## config.mk

```make
export PLATFORM = sky130hd
export DESIGN_NAME = rect_click_detect_flat
export DESIGN_NICKNAME = d
export VERILOG_FILES = /design/src/rtl/rect_click_detect_if.sv /design/src/rtl/rect_click_detect.sv /design/src/flat_wrapper.sv
export SDC_FILE = /design/constraint.sdc
export NUM_CORES = 1
export LEC_CHECK = 0
export BUFFER_PORTS_ARGS = -buffer_cell sky130_fd_sc_hd__buf_2
export CAP_MARGIN = 5
export CORE_ASPECT_RATIO = 1.2
export CORE_MARGIN = 2
export CORE_UTILIZATION = 59
export CTS_CLUSTER_SIZE = 25
export DETAILED_ROUTE_END_ITERATION = 6
export GPL_TIMING_DRIVEN = 0
export HOLD_SLACK_MARGIN = 0.06
export PLACE_DENSITY = 0.87
export SLEW_MARGIN = 20
export SYNTH_ARGS = -nofsm -noshare
export SYNTH_HDL_FRONTEND = slang
export SYNTH_SLANG_ARGS = --single-unit
```

## constraint.sdc

```tcl
create_clock -name pclk -period 8.91 [get_ports pclk]
set_clock_uncertainty 0.05 [all_clocks]
set_input_delay 1.3365 -clock pclk [delete_from_list [all_inputs] [get_ports pclk]]
set_output_delay 1.3365 -clock pclk [all_outputs]
set_load 0.005 [all_outputs]
```

## src/rtl/rect_click_detect_if.sv

```systemverilog
// Pointer, rectangle geometry and click-status signals shared between
// the click detector and whatever drives the pointer and the rectangle.
interface rect_click_detect_if;
    logic [11:0] mouse_xpos;
    logic [11:0] mouse_ypos;
    logic        mouse_left;
    logic [10:0] hstart;
    logic [10:0] vstart;
    logic [10:0] hlength;
    logic [10:0] vlength;
    logic        clr;
    logic        rect_hover;
    logic        press_active;
    logic        click_pulse;
    logic        rect_clicked;

    modport master (
        output mouse_xpos, mouse_ypos, mouse_left,
        output hstart, vstart, hlength, vlength, clr,
        input  rect_hover, press_active, click_pulse, rect_clicked
    );

    modport slave (
        input  mouse_xpos, mouse_ypos, mouse_left,
        input  hstart, vstart, hlength, vlength, clr,
        output rect_hover, press_active, click_pulse, rect_clicked
    );
endinterface

```

## src/rtl/rect_click_detect.sv

```systemverilog
// Detects a debounced press-and-release of the left mouse button entirely
// inside the published rectangle; provides hover, armed, pulse and sticky flag.
module rect_click_detect #(
    parameter int DEBOUNCE = 4
) (
    input  logic                pclk,
    input  logic                rst_d,
    rect_click_detect_if.slave  bus
);

    typedef enum logic [1:0] {
        IDLE    = 2'd0,
        ARMED   = 2'd1,
        BLOCKED = 2'd2,
        FIRE    = 2'd3
    } state_t;

    localparam logic [15:0] DB_LAST = 16'(DEBOUNCE - 1);

    logic [11:0] h_lo_s;
    logic [11:0] v_lo_s;
    logic [11:0] h_hi_s;
    logic [11:0] v_hi_s;
    logic        inside_s;

    logic        sync1_r;
    logic        sync2_r;
    logic        btn_db_r;
    logic        btn_db_q_r;
    logic [15:0] db_cnt_r;
    logic        rise_s;
    logic        fall_s;

    logic        hover_r;
    logic        press_r;
    logic        pulse_r;
    logic        clicked_r;

    state_t      state_r;
    state_t      state_next_s;

    // Pointer-in-rectangle test; 12-bit sums cannot overflow for 11-bit operands
    always_comb begin
        h_lo_s   = {1'b0, bus.hstart};
        v_lo_s   = {1'b0, bus.vstart};
        h_hi_s   = {1'b0, bus.hstart} + {1'b0, bus.hlength};
        v_hi_s   = {1'b0, bus.vstart} + {1'b0, bus.vlength};
        inside_s = (bus.hlength != 11'd0) && (bus.vlength != 11'd0) &&
                   (bus.mouse_xpos >= h_lo_s) && (bus.mouse_xpos < h_hi_s) &&
                   (bus.mouse_ypos >= v_lo_s) && (bus.mouse_ypos < v_hi_s);
    end

    // Two-flop synchronizer for the asynchronous button
    always_ff @(posedge pclk) begin
        if (rst_d) begin
            sync1_r <= 1'b0;
            sync2_r <= 1'b0;
        end else begin
            sync1_r <= bus.mouse_left;
            sync2_r <= sync1_r;
        end
    end

    // Debounce: button flips only after DEBOUNCE consecutive differing samples
    always_ff @(posedge pclk) begin
        if (rst_d) begin
            btn_db_r   <= 1'b0;
            btn_db_q_r <= 1'b0;
            db_cnt_r   <= 16'd0;
        end else begin
            btn_db_q_r <= btn_db_r;
            if (sync2_r == btn_db_r) begin
                db_cnt_r <= 16'd0;
            end else if (db_cnt_r == DB_LAST) begin
                btn_db_r <= ~btn_db_r;
                db_cnt_r <= 16'd0;
            end else begin
                db_cnt_r <= db_cnt_r + 16'd1;
            end
        end
    end

    assign rise_s = btn_db_r & ~btn_db_q_r;
    assign fall_s = ~btn_db_r & btn_db_q_r;

    // State register and registered hover
    always_ff @(posedge pclk) begin
        if (rst_d) begin
            state_r <= IDLE;
            hover_r <= 1'b0;
        end else begin
            state_r <= state_next_s;
            hover_r <= inside_s;
        end
    end

    // Next-state logic; leaving the rectangle while armed beats a release
    always_comb begin
        state_next_s = state_r;
        case (state_r)
            IDLE: begin
                if (rise_s) begin
                    state_next_s = hover_r ? ARMED : BLOCKED;
                end else begin
                    state_next_s = IDLE;
                end
            end
            ARMED: begin
                if (!hover_r) begin
                    state_next_s = BLOCKED;
                end else if (fall_s) begin
                    state_next_s = FIRE;
                end else begin
                    state_next_s = ARMED;
                end
            end
            BLOCKED: begin
                if (fall_s) begin
                    state_next_s = IDLE;
                end else begin
                    state_next_s = BLOCKED;
                end
            end
            FIRE:    state_next_s = IDLE;
            default: state_next_s = IDLE;
        endcase
    end

    // press_active follows ARMED entry; pulse and sticky flag decode FIRE
    always_ff @(posedge pclk) begin
        if (rst_d) begin
            press_r   <= 1'b0;
            pulse_r   <= 1'b0;
            clicked_r <= 1'b0;
        end else begin
            press_r <= (state_next_s == ARMED);
            pulse_r <= (state_r == FIRE);
            if (state_r == FIRE) begin
                clicked_r <= 1'b1;
            end else if (bus.clr) begin
                clicked_r <= 1'b0;
            end else begin
                clicked_r <= clicked_r;
            end
        end
    end

    assign bus.rect_hover   = hover_r;
    assign bus.press_active = press_r;
    assign bus.click_pulse  = pulse_r;
    assign bus.rect_clicked = clicked_r;

endmodule

```

## src/flat_wrapper.sv

```systemverilog
// flat-port wrapper written by rule: the top's interface ports become plain ports
module rect_click_detect_flat 
#(
    parameter int DEBOUNCE = 4
)
  (pclk, rst_d, bus_mouse_xpos, bus_mouse_ypos, bus_mouse_left, bus_hstart, bus_vstart, bus_hlength, bus_vlength, bus_clr, bus_rect_hover, bus_press_active, bus_click_pulse, bus_rect_clicked);
  rect_click_detect_if bus_i ();
  input  logic pclk;
  input  logic rst_d;
  input wire logic [$bits(bus_i.mouse_xpos)-1:0] bus_mouse_xpos;
  input wire logic [$bits(bus_i.mouse_ypos)-1:0] bus_mouse_ypos;
  input wire logic [$bits(bus_i.mouse_left)-1:0] bus_mouse_left;
  input wire logic [$bits(bus_i.hstart)-1:0] bus_hstart;
  input wire logic [$bits(bus_i.vstart)-1:0] bus_vstart;
  input wire logic [$bits(bus_i.hlength)-1:0] bus_hlength;
  input wire logic [$bits(bus_i.vlength)-1:0] bus_vlength;
  input wire logic [$bits(bus_i.clr)-1:0] bus_clr;
  output wire logic [$bits(bus_i.rect_hover)-1:0] bus_rect_hover;
  output wire logic [$bits(bus_i.press_active)-1:0] bus_press_active;
  output wire logic [$bits(bus_i.click_pulse)-1:0] bus_click_pulse;
  output wire logic [$bits(bus_i.rect_clicked)-1:0] bus_rect_clicked;
  assign bus_i.mouse_xpos = bus_mouse_xpos;
  assign bus_i.mouse_ypos = bus_mouse_ypos;
  assign bus_i.mouse_left = bus_mouse_left;
  assign bus_i.hstart = bus_hstart;
  assign bus_i.vstart = bus_vstart;
  assign bus_i.hlength = bus_hlength;
  assign bus_i.vlength = bus_vlength;
  assign bus_i.clr = bus_clr;
  assign bus_rect_hover = bus_i.rect_hover;
  assign bus_press_active = bus_i.press_active;
  assign bus_click_pulse = bus_i.click_pulse;
  assign bus_rect_clicked = bus_i.rect_clicked;
  rect_click_detect #(.DEBOUNCE(DEBOUNCE)) u_core (.pclk(pclk), .rst_d(rst_d), .bus(bus_i));
endmodule
```

==> flow_summary_export.csv, run 1 <==
group,metric,value,unit
status,status,"finished clean",
yosys,ys_types,54,
min_path,hp-start,"u_core.sync1_r",
clocking,clock_sinks,26,
grt,grt_max_degree,16,
clocking,worstSkewPairLatency,0.27,ns
placed_design,portBuffers,74,
yosys,synth_simple_gate_area_share,22.9,%
yosys,muxShareOfSynthArea,0.327,%
timing,maxSlewViolCount,0,
setup_path,crit_arrival,4.28,ns
setup_path,worstReg2RegStart,"u_core.db_cnt_r[0]",
yosys,synth_xor_area_share,7.73,%
yosys,synth_top_family_by_area,"adder cells",
grt,grt_pass1_vias,3059,
clocking,cts.repair.resized,0,
power,ir_drop,0.0673,mV
grt,grt_overflow,0,
timing,fin_crit_sh,46.4,%
die,die_area,0.00578,mm2
setup_path,r2r_end,"u_core.db_cnt_r[9]",
setup_path,reg2reg_slack,7.02,ns
yosys,synthAdderAreaFrac,28.7,%
yosys,yosys_warnings,0,
clocking,post_cts_buffers,0,
layout,regArea,520,um2
layout,final_nets,595,
route,maxUsedRoutingLayer,"met4",
yosys,synth_fp_nets,516,
route,drt-total-wl,7.02,mm
route,wl_met1,2.91,mm
clocking,clk_pin_slew,0.09,ns
power,leakage,1.73,nW
min_path,hp-class,"register to register",
clocking,clk_path_buf_depth,2,
clocking,cts_tree,"done",
layout,num-fill-cells,387,
yosys,syn-cell-area,0.00306,mm2
route,drc,0,
clocking,cts_hold_buf,0,
setup_path,crit_path_top_delay_cell,"or4_4",
setup_path,crit_top_cell,"ha_1",
timing,max_slew_margin,70.8,%
route,dr_wl_met2,3.62,mm
yosys,synth.ff_latch_count,26,
min_path,hold-path-cell-count,1,
layout,layout-drive-gt1-share,19.6,%
run,cap_violations,0,
route,firstDrtPassIters,4,
grt,antenna_found_initial,0,
route,vias,3050,
setup_path,critPathMaxFanout,3,
grt,track_usage,24.8,%
yosys,synth_edf_count,0,
setup_path,crit_required,9.06,ns
setup_path,slowest_delay,0.46,ns
layout,diodes,0,
setup_path,r2r_cells,6,
yosys,synthCells,375,
die,io_pins,76,
timing,max_freq,242,MHz
layout,mostFrequentLayoutCell,"buf_2",
route,via_per_inst,5.95,
route,drtIter0Drc,173,
setup_path,cp_cell_sequence,"buf_2, ha_1, fa_1, a21oi_2, o211ai_2, or4_4, a2111oi_4, nor3_2, ha_1, a22oi_1, o311ai_0, a31oi_1, nand4_1, nor3_1",
grt,grt_pass1_wl,12.4,mm
min_path,hold_path_end,"u_core.sync2_r",
setup_path,criticalPathCategory,"input port to register",
yosys,synth_compound_area_share,18.8,%
power,power,0.379,mW
layout,multiInputGateArea,0.00240,mm2
die,start_util,61.5,%
layout,final_cell_mix,"buf_2, ha_1, inv_1",
die,die_width,69.7,um
timing,post-route-min-period,4.13,ns
clocking,htreeDepth,1,
timing,tightest_slew,0.438,ns
die,fp.dieH,82.9,um
route,wl_met3,327,um
yosys,async_reset_ff_share,0,%
clocking,cts_root_buffer,"clkbuf_8",
yosys,synthFlopType,"dfxtp_1",
timing,setup-tns-final,0,ns
yosys,synth.avg_cell_area,8.16,um2
timing,grt_setup_unrepaired,"false",
route,ant_nets,0,
route,wl_per_cell,13.7,um
timing,finalSetupViolCount,0,
setup_path,cp-start-kind,"input port",
placed_design,hpwl,6.07,mm
layout,areaGrowthSynthToFinish,16.9,%
placed_design,routabilityCongestion,0.843,
setup_path,end_kind,"register",
die,coreArea,0.00497,mm2
die,fp-row-count,28,
timing,finalHoldViolCount,0,
power,power_density,106,mW/mm2
clocking,cts_buffers,3,
yosys,yosysSeqAreaShare,17.0,%
==> synth_stat cells, drive strengths merged, types with 6 or more instances <==
cell	number	share of area, %
ha	67	27
inv	34	4.2
nor2	33	4.0
dfxtp	26	17
a21oi	23	3.9
nand2	21	2.6
o21ai	21	3.4
xor2	17	4.9
nor3	12	2.1
nor4	12	2.5
a21o	11	2.7
nand3	11	1.8
xnor2	10	2.9
nand4	9	2.0
nor2b	6	1.2
==> state kept, by name, indices dropped and copies added (netlist names) <==
register,count
u_core.bus.click_pulse,1
u_core.bus.press_active,1
u_core.bus.rect_clicked,1
u_core.db_cnt_r,16
u_core.sync2_r,1
u_core.btn_db_r,1
u_core.btn_db_q_r,1
u_core.state_r,2
u_core.sync1_r,1
u_core.bus.rect_hover,1
==> layer usage <==
layer | GRT usage [%] | vias up
li1 | - | 1543
met4 | 8.74 | 0
met2 | 46.3 | 97
met5 | 0 | -
met3 | 2.18 | 21
met1 | 29.2 | 1389
==> kinds of logic after synthesis <==
group / count (synthesis)
AND/OR/NAND/NOR: 131
AO/OA/AOI/OAI: 85
adder cells (fa/ha/maj): 69
buffers and inverters: 36
XOR/XNOR: 27
flip-flops: 26
multiplexers: 1
==> power by group <==
part / leakage [nW] / switching [mW] / internal, mW
registers: 0.210 / 0.000800 / 0.117
logic: 1.48 / 0.0879 / 0.0761
clock network: 0.0357 / 0.0374 / 0.0601
total: 1.73 / 0.126 / 0.253
==> cell type report <==
class                   instances  share of cell area (%)
inverters                      34                    3.57
plain buffers                   2                   0.245
multi-input cells             313                    67.2
well taps                      60                    2.10
flip-flops and latches         26                    14.6
repair buffers                 74                    10.4
clock buffers                   3                    1.15
clock inverters                 1                   0.840
==> critical path, delay by kind of cell <==
| kind | cells | cell delay, ns |
|---|---|---|
| AO/OA/AOI/OAI | 6 | 1.17 |
| adder cells (fa/ha/maj) | 3 | 0.85 |
| AND/OR/NAND/NOR | 4 | 0.79 |
| buffers and inverters | 1 | 0.11 |
==> metrics by stage <==
step	area, um2	hold WS [ns]	worst slack (ns)	util [%]	instances
after floorplan	3060	0.363	4.85	-	375
after CTS	3580	0.408	4.78	71.9	513
final	3580	0.409	4.78	71.9	513
after detailed placement	3500	0.393	4.53	70.4	509
after global routing	3580	0.424	4.62	71.9	513
after global placement	3500	0.373	4.56	70.4	509
==> how the worst max path moves through the flow <==
stage,startpoint,end,slack (ns),depth (start not counted)
4_1_cts,bus_hlength[0],u_core.bus.rect_hover,4.78,14
3_5_place_dp,bus_hlength[0],u_core.bus.rect_hover,4.53,14
6_report,bus_hlength[0],u_core.bus.rect_hover,4.78,14
2_1_floorplan,bus_hlength[0],u_core.bus.rect_hover,4.85,13
5_1_grt,bus_hlength[0],u_core.bus.rect_hover,4.62,14
3_3_place_gp,bus_hlength[0],u_core.bus.rect_hover,4.56,14
Power figures use the tool's default switching activity.
==> run 2: changes to the inputs <==
- CORE_UTILIZATION: 59 -> 50
- PLACE_DENSITY: 0.87 -> 0.79
- clock period: 8.91 -> 3.8 ns (I/O delays scaled with it)
==> flow_summary_export.csv, run 2 (synthesis gave the netlist of run 1 again) <==
group,metric,value,unit
route,ant_nets,0,
clocking,clk_pin_slew,0.09,ns
die,start_util,51.2,%
status,status,"finished clean",
layout,stdcell_area,0.00360,mm2
power,power_density,248,mW/mm2
clocking,cts_buffers,3,
timing,hold_ws,0.392,ns
timing,finalSetupViolCount,0,
placed_design,portBuffers,74,
route,via_per_inst,5.51,
layout,areaGrowthSynthToFinish,17.8,%
timing,max_freq,301,MHz
setup_path,crit_arrival,3.47,ns
die,fp.dieH,89.7,um
setup_path,end_kind,"register",
timing,post-route-min-period,3.32,ns
route,drtIter0Drc,134,
clocking,cts.repair.resized,0,
min_path,hp-class,"register to register",
layout,largestRegisters,"u_core.db_cnt_r: 16 flops, u_core.state_r: 2 flops",
clocking,worstSkewPairLatency,0.29,ns
setup_path,r2r_cells,6,
layout,diodes,0,
route,drt-total-wl,6.94,mm
timing,maxSlewViolCount,0,
grt,grt_overflow,0,
placed_design,routabilityCongestion,0.834,
route,drc,0,
grt,grt_pass1_wl,11.6,mm
clocking,cts_tree,"done",
timing,fin_crit_sh,87.3,%
clocking,htreeDepth,1,
clocking,clk_path_buf_depth,2,
power,ir_drop,0.174,mV
die,die_area,0.00676,mm2
route,firstDrtPassIters,4,
layout,largest_reg_flops,16,
setup_path,cp-start-kind,"input port",
clocking,cts_root_buffer,"clkbuf_8",
clocking,cts_hold_buf,0,
placed_design,post_dp_cell_area,0.00353,mm2
placed_design,hpwl,5.94,mm
timing,tightest_slew,0.420,ns
min_path,hold-path-cell-count,1,
clocking,post_cts_buffers,0,
layout,final_nets,595,
die,coreArea,0.00597,mm2
route,vias,2949,
timing,max_slew_margin,72.0,%
grt,grt_max_degree,16,
setup_path,criticalPathCategory,"input port to register",
route,wl_per_cell,13.0,um
layout,layout-drive-gt1-share,19.6,%
layout,mostFrequentLayoutCell,"buf_2",
power,leakage,1.73,nW
die,io_pins,76,
die,fp-row-count,31,
die,die_width,75.4,um
grt,antenna_found_initial,0,
layout,final_cell_mix,"buf_2, ha_1, inv_1",
grt,grt_pass1_vias,2837,
grt,track_usage,21.4,%
clocking,clock_sinks,26,
setup_path,crit_required,3.96,ns
setup_path,critPathMaxFanout,3,
run,cap_violations,0,
layout,regMostFlops,"u_core.db_cnt_r",
timing,setup-tns-final,0,ns
timing,finalHoldViolCount,0,
timing,grt_setup_unrepaired,"false",
run 2: cell counts in the layout (fill, tap and decap cells not counted):
Identical to the previous run, type by type.
run 2: layout make-up:
class | count | area, um2
multi-input combinational | 313 | 2400
sequential | 26 | 520
tap | 82 | 103
timing repair buffer | 74 | 370
clock inverter | 1 | 30.0
inverter | 34 | 128
fill | 572 | 2370
clock buffer | 3 | 41.3
buffer | 2 | 8.76
run 2: worst paths after layout:
check | endpoint | slack, ns | from
setup / recovery | u_core.bus.rect_hover | 0.48 | bus_hlength[0]
hold / removal | u_core.db_cnt_r[0] | 0.39 | u_core.db_cnt_r[0]
setup reg to reg | u_core.db_cnt_r[5] | 1.98 | u_core.db_cnt_r[0]
hold reg to reg | u_core.db_cnt_r[0] | 0.39 | u_core.db_cnt_r[0]
run 2: report_power, final:
part           internal (mW)  total (mW)  leakage (nW)  switching [mW]
combinational          0.177       0.382          1.48           0.205
sequential             0.275       0.276         0.210         0.00179
clock                  0.141       0.236        0.0357          0.0941
run 2: metrics by stage:
stage,util [%],std cells,setup WS [ns],power [mW]
floorplan,-,375,0.506,0.547
global placement,59.1,531,0.201,0.648
detailed placement,59.1,531,0.183,0.662
CTS,60.3,535,0.477,0.899
global route,60.3,535,0.364,0.964
finish,60.3,535,0.483,0.894
run 2: per-layer routing:
metal | GRT usage [%] | share of wire (%)
met5 | 0 | 0
met3 | 3.68 | 4.4
met1 | 26.7 | 46
met4 | 6.06 | 1.9
met2 | 37.6 | 47
run 2: critical path, stage by stage:
cell and delay (ns):
buf_2 0.11, ha_1 0.23, fa_1 0.42, a21oi_2 0.19
o211ai_2 0.11, or4_4 0.46, a2111oi_4 0.32, nor3_2 0.10
ha_1 0.19, a22oi_1 0.17, o311ai_0 0.15, a31oi_1 0.18
nand4_1 0.10, nor3_1 0.16
==> run 3: changes to the inputs <==
- REMOVE_ABC_BUFFERS: unset -> 1
==> flow_summary_export.csv, run 3 (synthesis gave the netlist of run 1 again) <==
group,metric,value,unit
status,status,"finished clean",
timing,tightest_slew,0.474,ns
setup_path,cp-start-kind,"input port",
layout,largest_reg_flops,16,
placed_design,hpwl,6.08,mm
clocking,cts_root_buffer,"clkbuf_8",
clocking,htreeDepth,1,
clocking,clk_path_buf_depth,2,
clocking,cts_hold_buf,0,
run,cap_violations,0,
timing,post-route-min-period,3.35,ns
clocking,post_cts_buffers,0,
grt,antenna_found_initial,0,
setup_path,cp_cell_sequence,"buf_2, ha_1, fa_1, a21oi_2, o211ai_2, or4_4, a2111oi_4, nor3_2, ha_1, nand2_1, nor4_1, a22oi_1, nand4_1, nor3_1",
route,vias,2980,
layout,layout-drive-gt1-share,19.7,%
route,via_per_inst,5.58,
setup_path,criticalPathCategory,"input port to register",
timing,maxSlewViolCount,0,
route,drt-total-wl,6.98,mm
layout,num-fill-cells,581,
layout,areaGrowthSynthToFinish,17.7,%
die,start_util,51.2,%
route,drc,0,
route,wl_per_cell,13.1,um
setup_path,crit_top_cell,"ha_1",
setup_path,reg2reg_slack,2.03,ns
die,io_pins,76,
layout,final_nets,594,
route,firstDrtPassIters,4,
grt,grt_max_degree,16,
clocking,cts_tree,"done",
clocking,clock_sinks,26,
layout,regMostFlops,"u_core.db_cnt_r",
timing,finalHoldViolCount,0,
die,fp.dieH,89.7,um
grt,grt_pass1_wl,11.6,mm
layout,diodes,0,
grt,track_usage,21.5,%
clocking,clk_pin_slew,0.09,ns
timing,fin_crit_sh,88.3,%
min_path,hp-class,"register to register",
power,power,0.893,mW
setup_path,crit_arrival,3.47,ns
layout,final_cell_mix,"buf_2, ha_1, inv_1",
grt,grt_overflow,0,
setup_path,end_kind,"register",
power,power_density,248,mW/mm2
power,leakage,1.73,nW
power,ir_drop,0.166,mV
setup_path,critPathMaxFanout,3,
clocking,cts.repair.resized,0,
timing,max_slew_margin,68.4,%
layout,largestRegisters,"u_core.db_cnt_r: 16 flops, u_core.state_r: 2 flops",
setup_path,crit_required,3.92,ns
die,die_width,75.4,um
die,coreArea,0.00597,mm2
timing,grt_setup_unrepaired,"false",
timing,max_freq,298,MHz
min_path,hold-path-cell-count,1,
clocking,cts_buffers,3,
layout,mostFrequentLayoutCell,"buf_2",
route,ant_nets,0,
route,drtIter0Drc,96,
placed_design,portBuffers,75,
grt,grt_pass1_vias,2849,
placed_design,pre_cts_slack,0.173,ns
setup_path,r2r_cells,5,
die,fp-row-count,31,
setup_path,crit_path_top_delay_cell,"or4_4",
setup_path,slowest_delay,0.47,ns
placed_design,routabilityCongestion,0.857,
timing,worst_slack,0.446,ns
timing,finalSetupViolCount,0,
timing,setup-tns-final,0,ns
clocking,worstSkewPairLatency,0.27,ns
die,die_area,0.00676,mm2
[run 3: changes by cell type in the layout (fill, tap and decap cells not counted), sizes merged]
cell    delta
clkbuf     -1
[run 3: critical path: cells and delay by family]
kind                       cells  cell delay [ns]
adders and majority gates      3             0.97
buffers and inverters          1             0.11
AOI/OAI and AO/OA              4             0.76
and+or+nand+nor                6             1.07
[run 3: final cells by class]
| type | instances | area, um2 | share of cell area (%) |
|---|---|---|---|
| inverter | 34 | 128 | 3.55 |
| clock inverter | 1 | 30.0 | 0.834 |
| tap | 82 | 103 | 2.85 |
| sequential | 26 | 520 | 14.5 |
| multi-input combinational | 313 | 2400 | 66.7 |
| timing repair buffer | 75 | 375 | 10.4 |
| clock buffer | 3 | 41.3 | 1.15 |
[run 3: metrics by stage]
stage	instances	utilization [%]	instance area, um2	hold slack [ns]
final	534	60.3	3600	0.394
after global routing	534	60.3	3600	0.428
after CTS	534	60.3	3600	0.399
after detailed placement	530	59.1	3530	0.385
after global placement	530	59.1	3530	0.372
after floorplan	373	-	3050	0.363
[run 3: path summary, 6_finish.rpt]
path                           start               endpoint
hold / removal    u_core.db_cnt_r[0]     u_core.db_cnt_r[0]
hold reg to reg   u_core.db_cnt_r[0]     u_core.db_cnt_r[0]
setup / recovery      bus_hlength[0]  u_core.bus.rect_hover
setup reg to reg  u_core.db_cnt_r[0]     u_core.db_cnt_r[3]
[run 3: power breakdown]
part | switching (mW) | total, mW | leakage, nW | internal, mW
sequential | 0.00177 | 0.276 | 0.210 | 0.275
clock | 0.0873 | 0.228 | 0.0357 | 0.141
combinational | 0.209 | 0.388 | 1.48 | 0.179
[run 3: metal layers]
| layer | routed length (um) | track usage, % | part of all wire [%] | vias up |
|---|---|---|---|---|
| met2 | 3360 | 38.8 | 48 | 80 |
| met4 | 60 | 3.67 | 0.86 | 0 |
| met3 | 318 | 4.35 | 4.6 | 8 |
| li1 | - | - | - | 1537 |
| met1 | 3240 | 26.4 | 46 | 1355 |
| met5 | 0 | 0 | 0 | - |
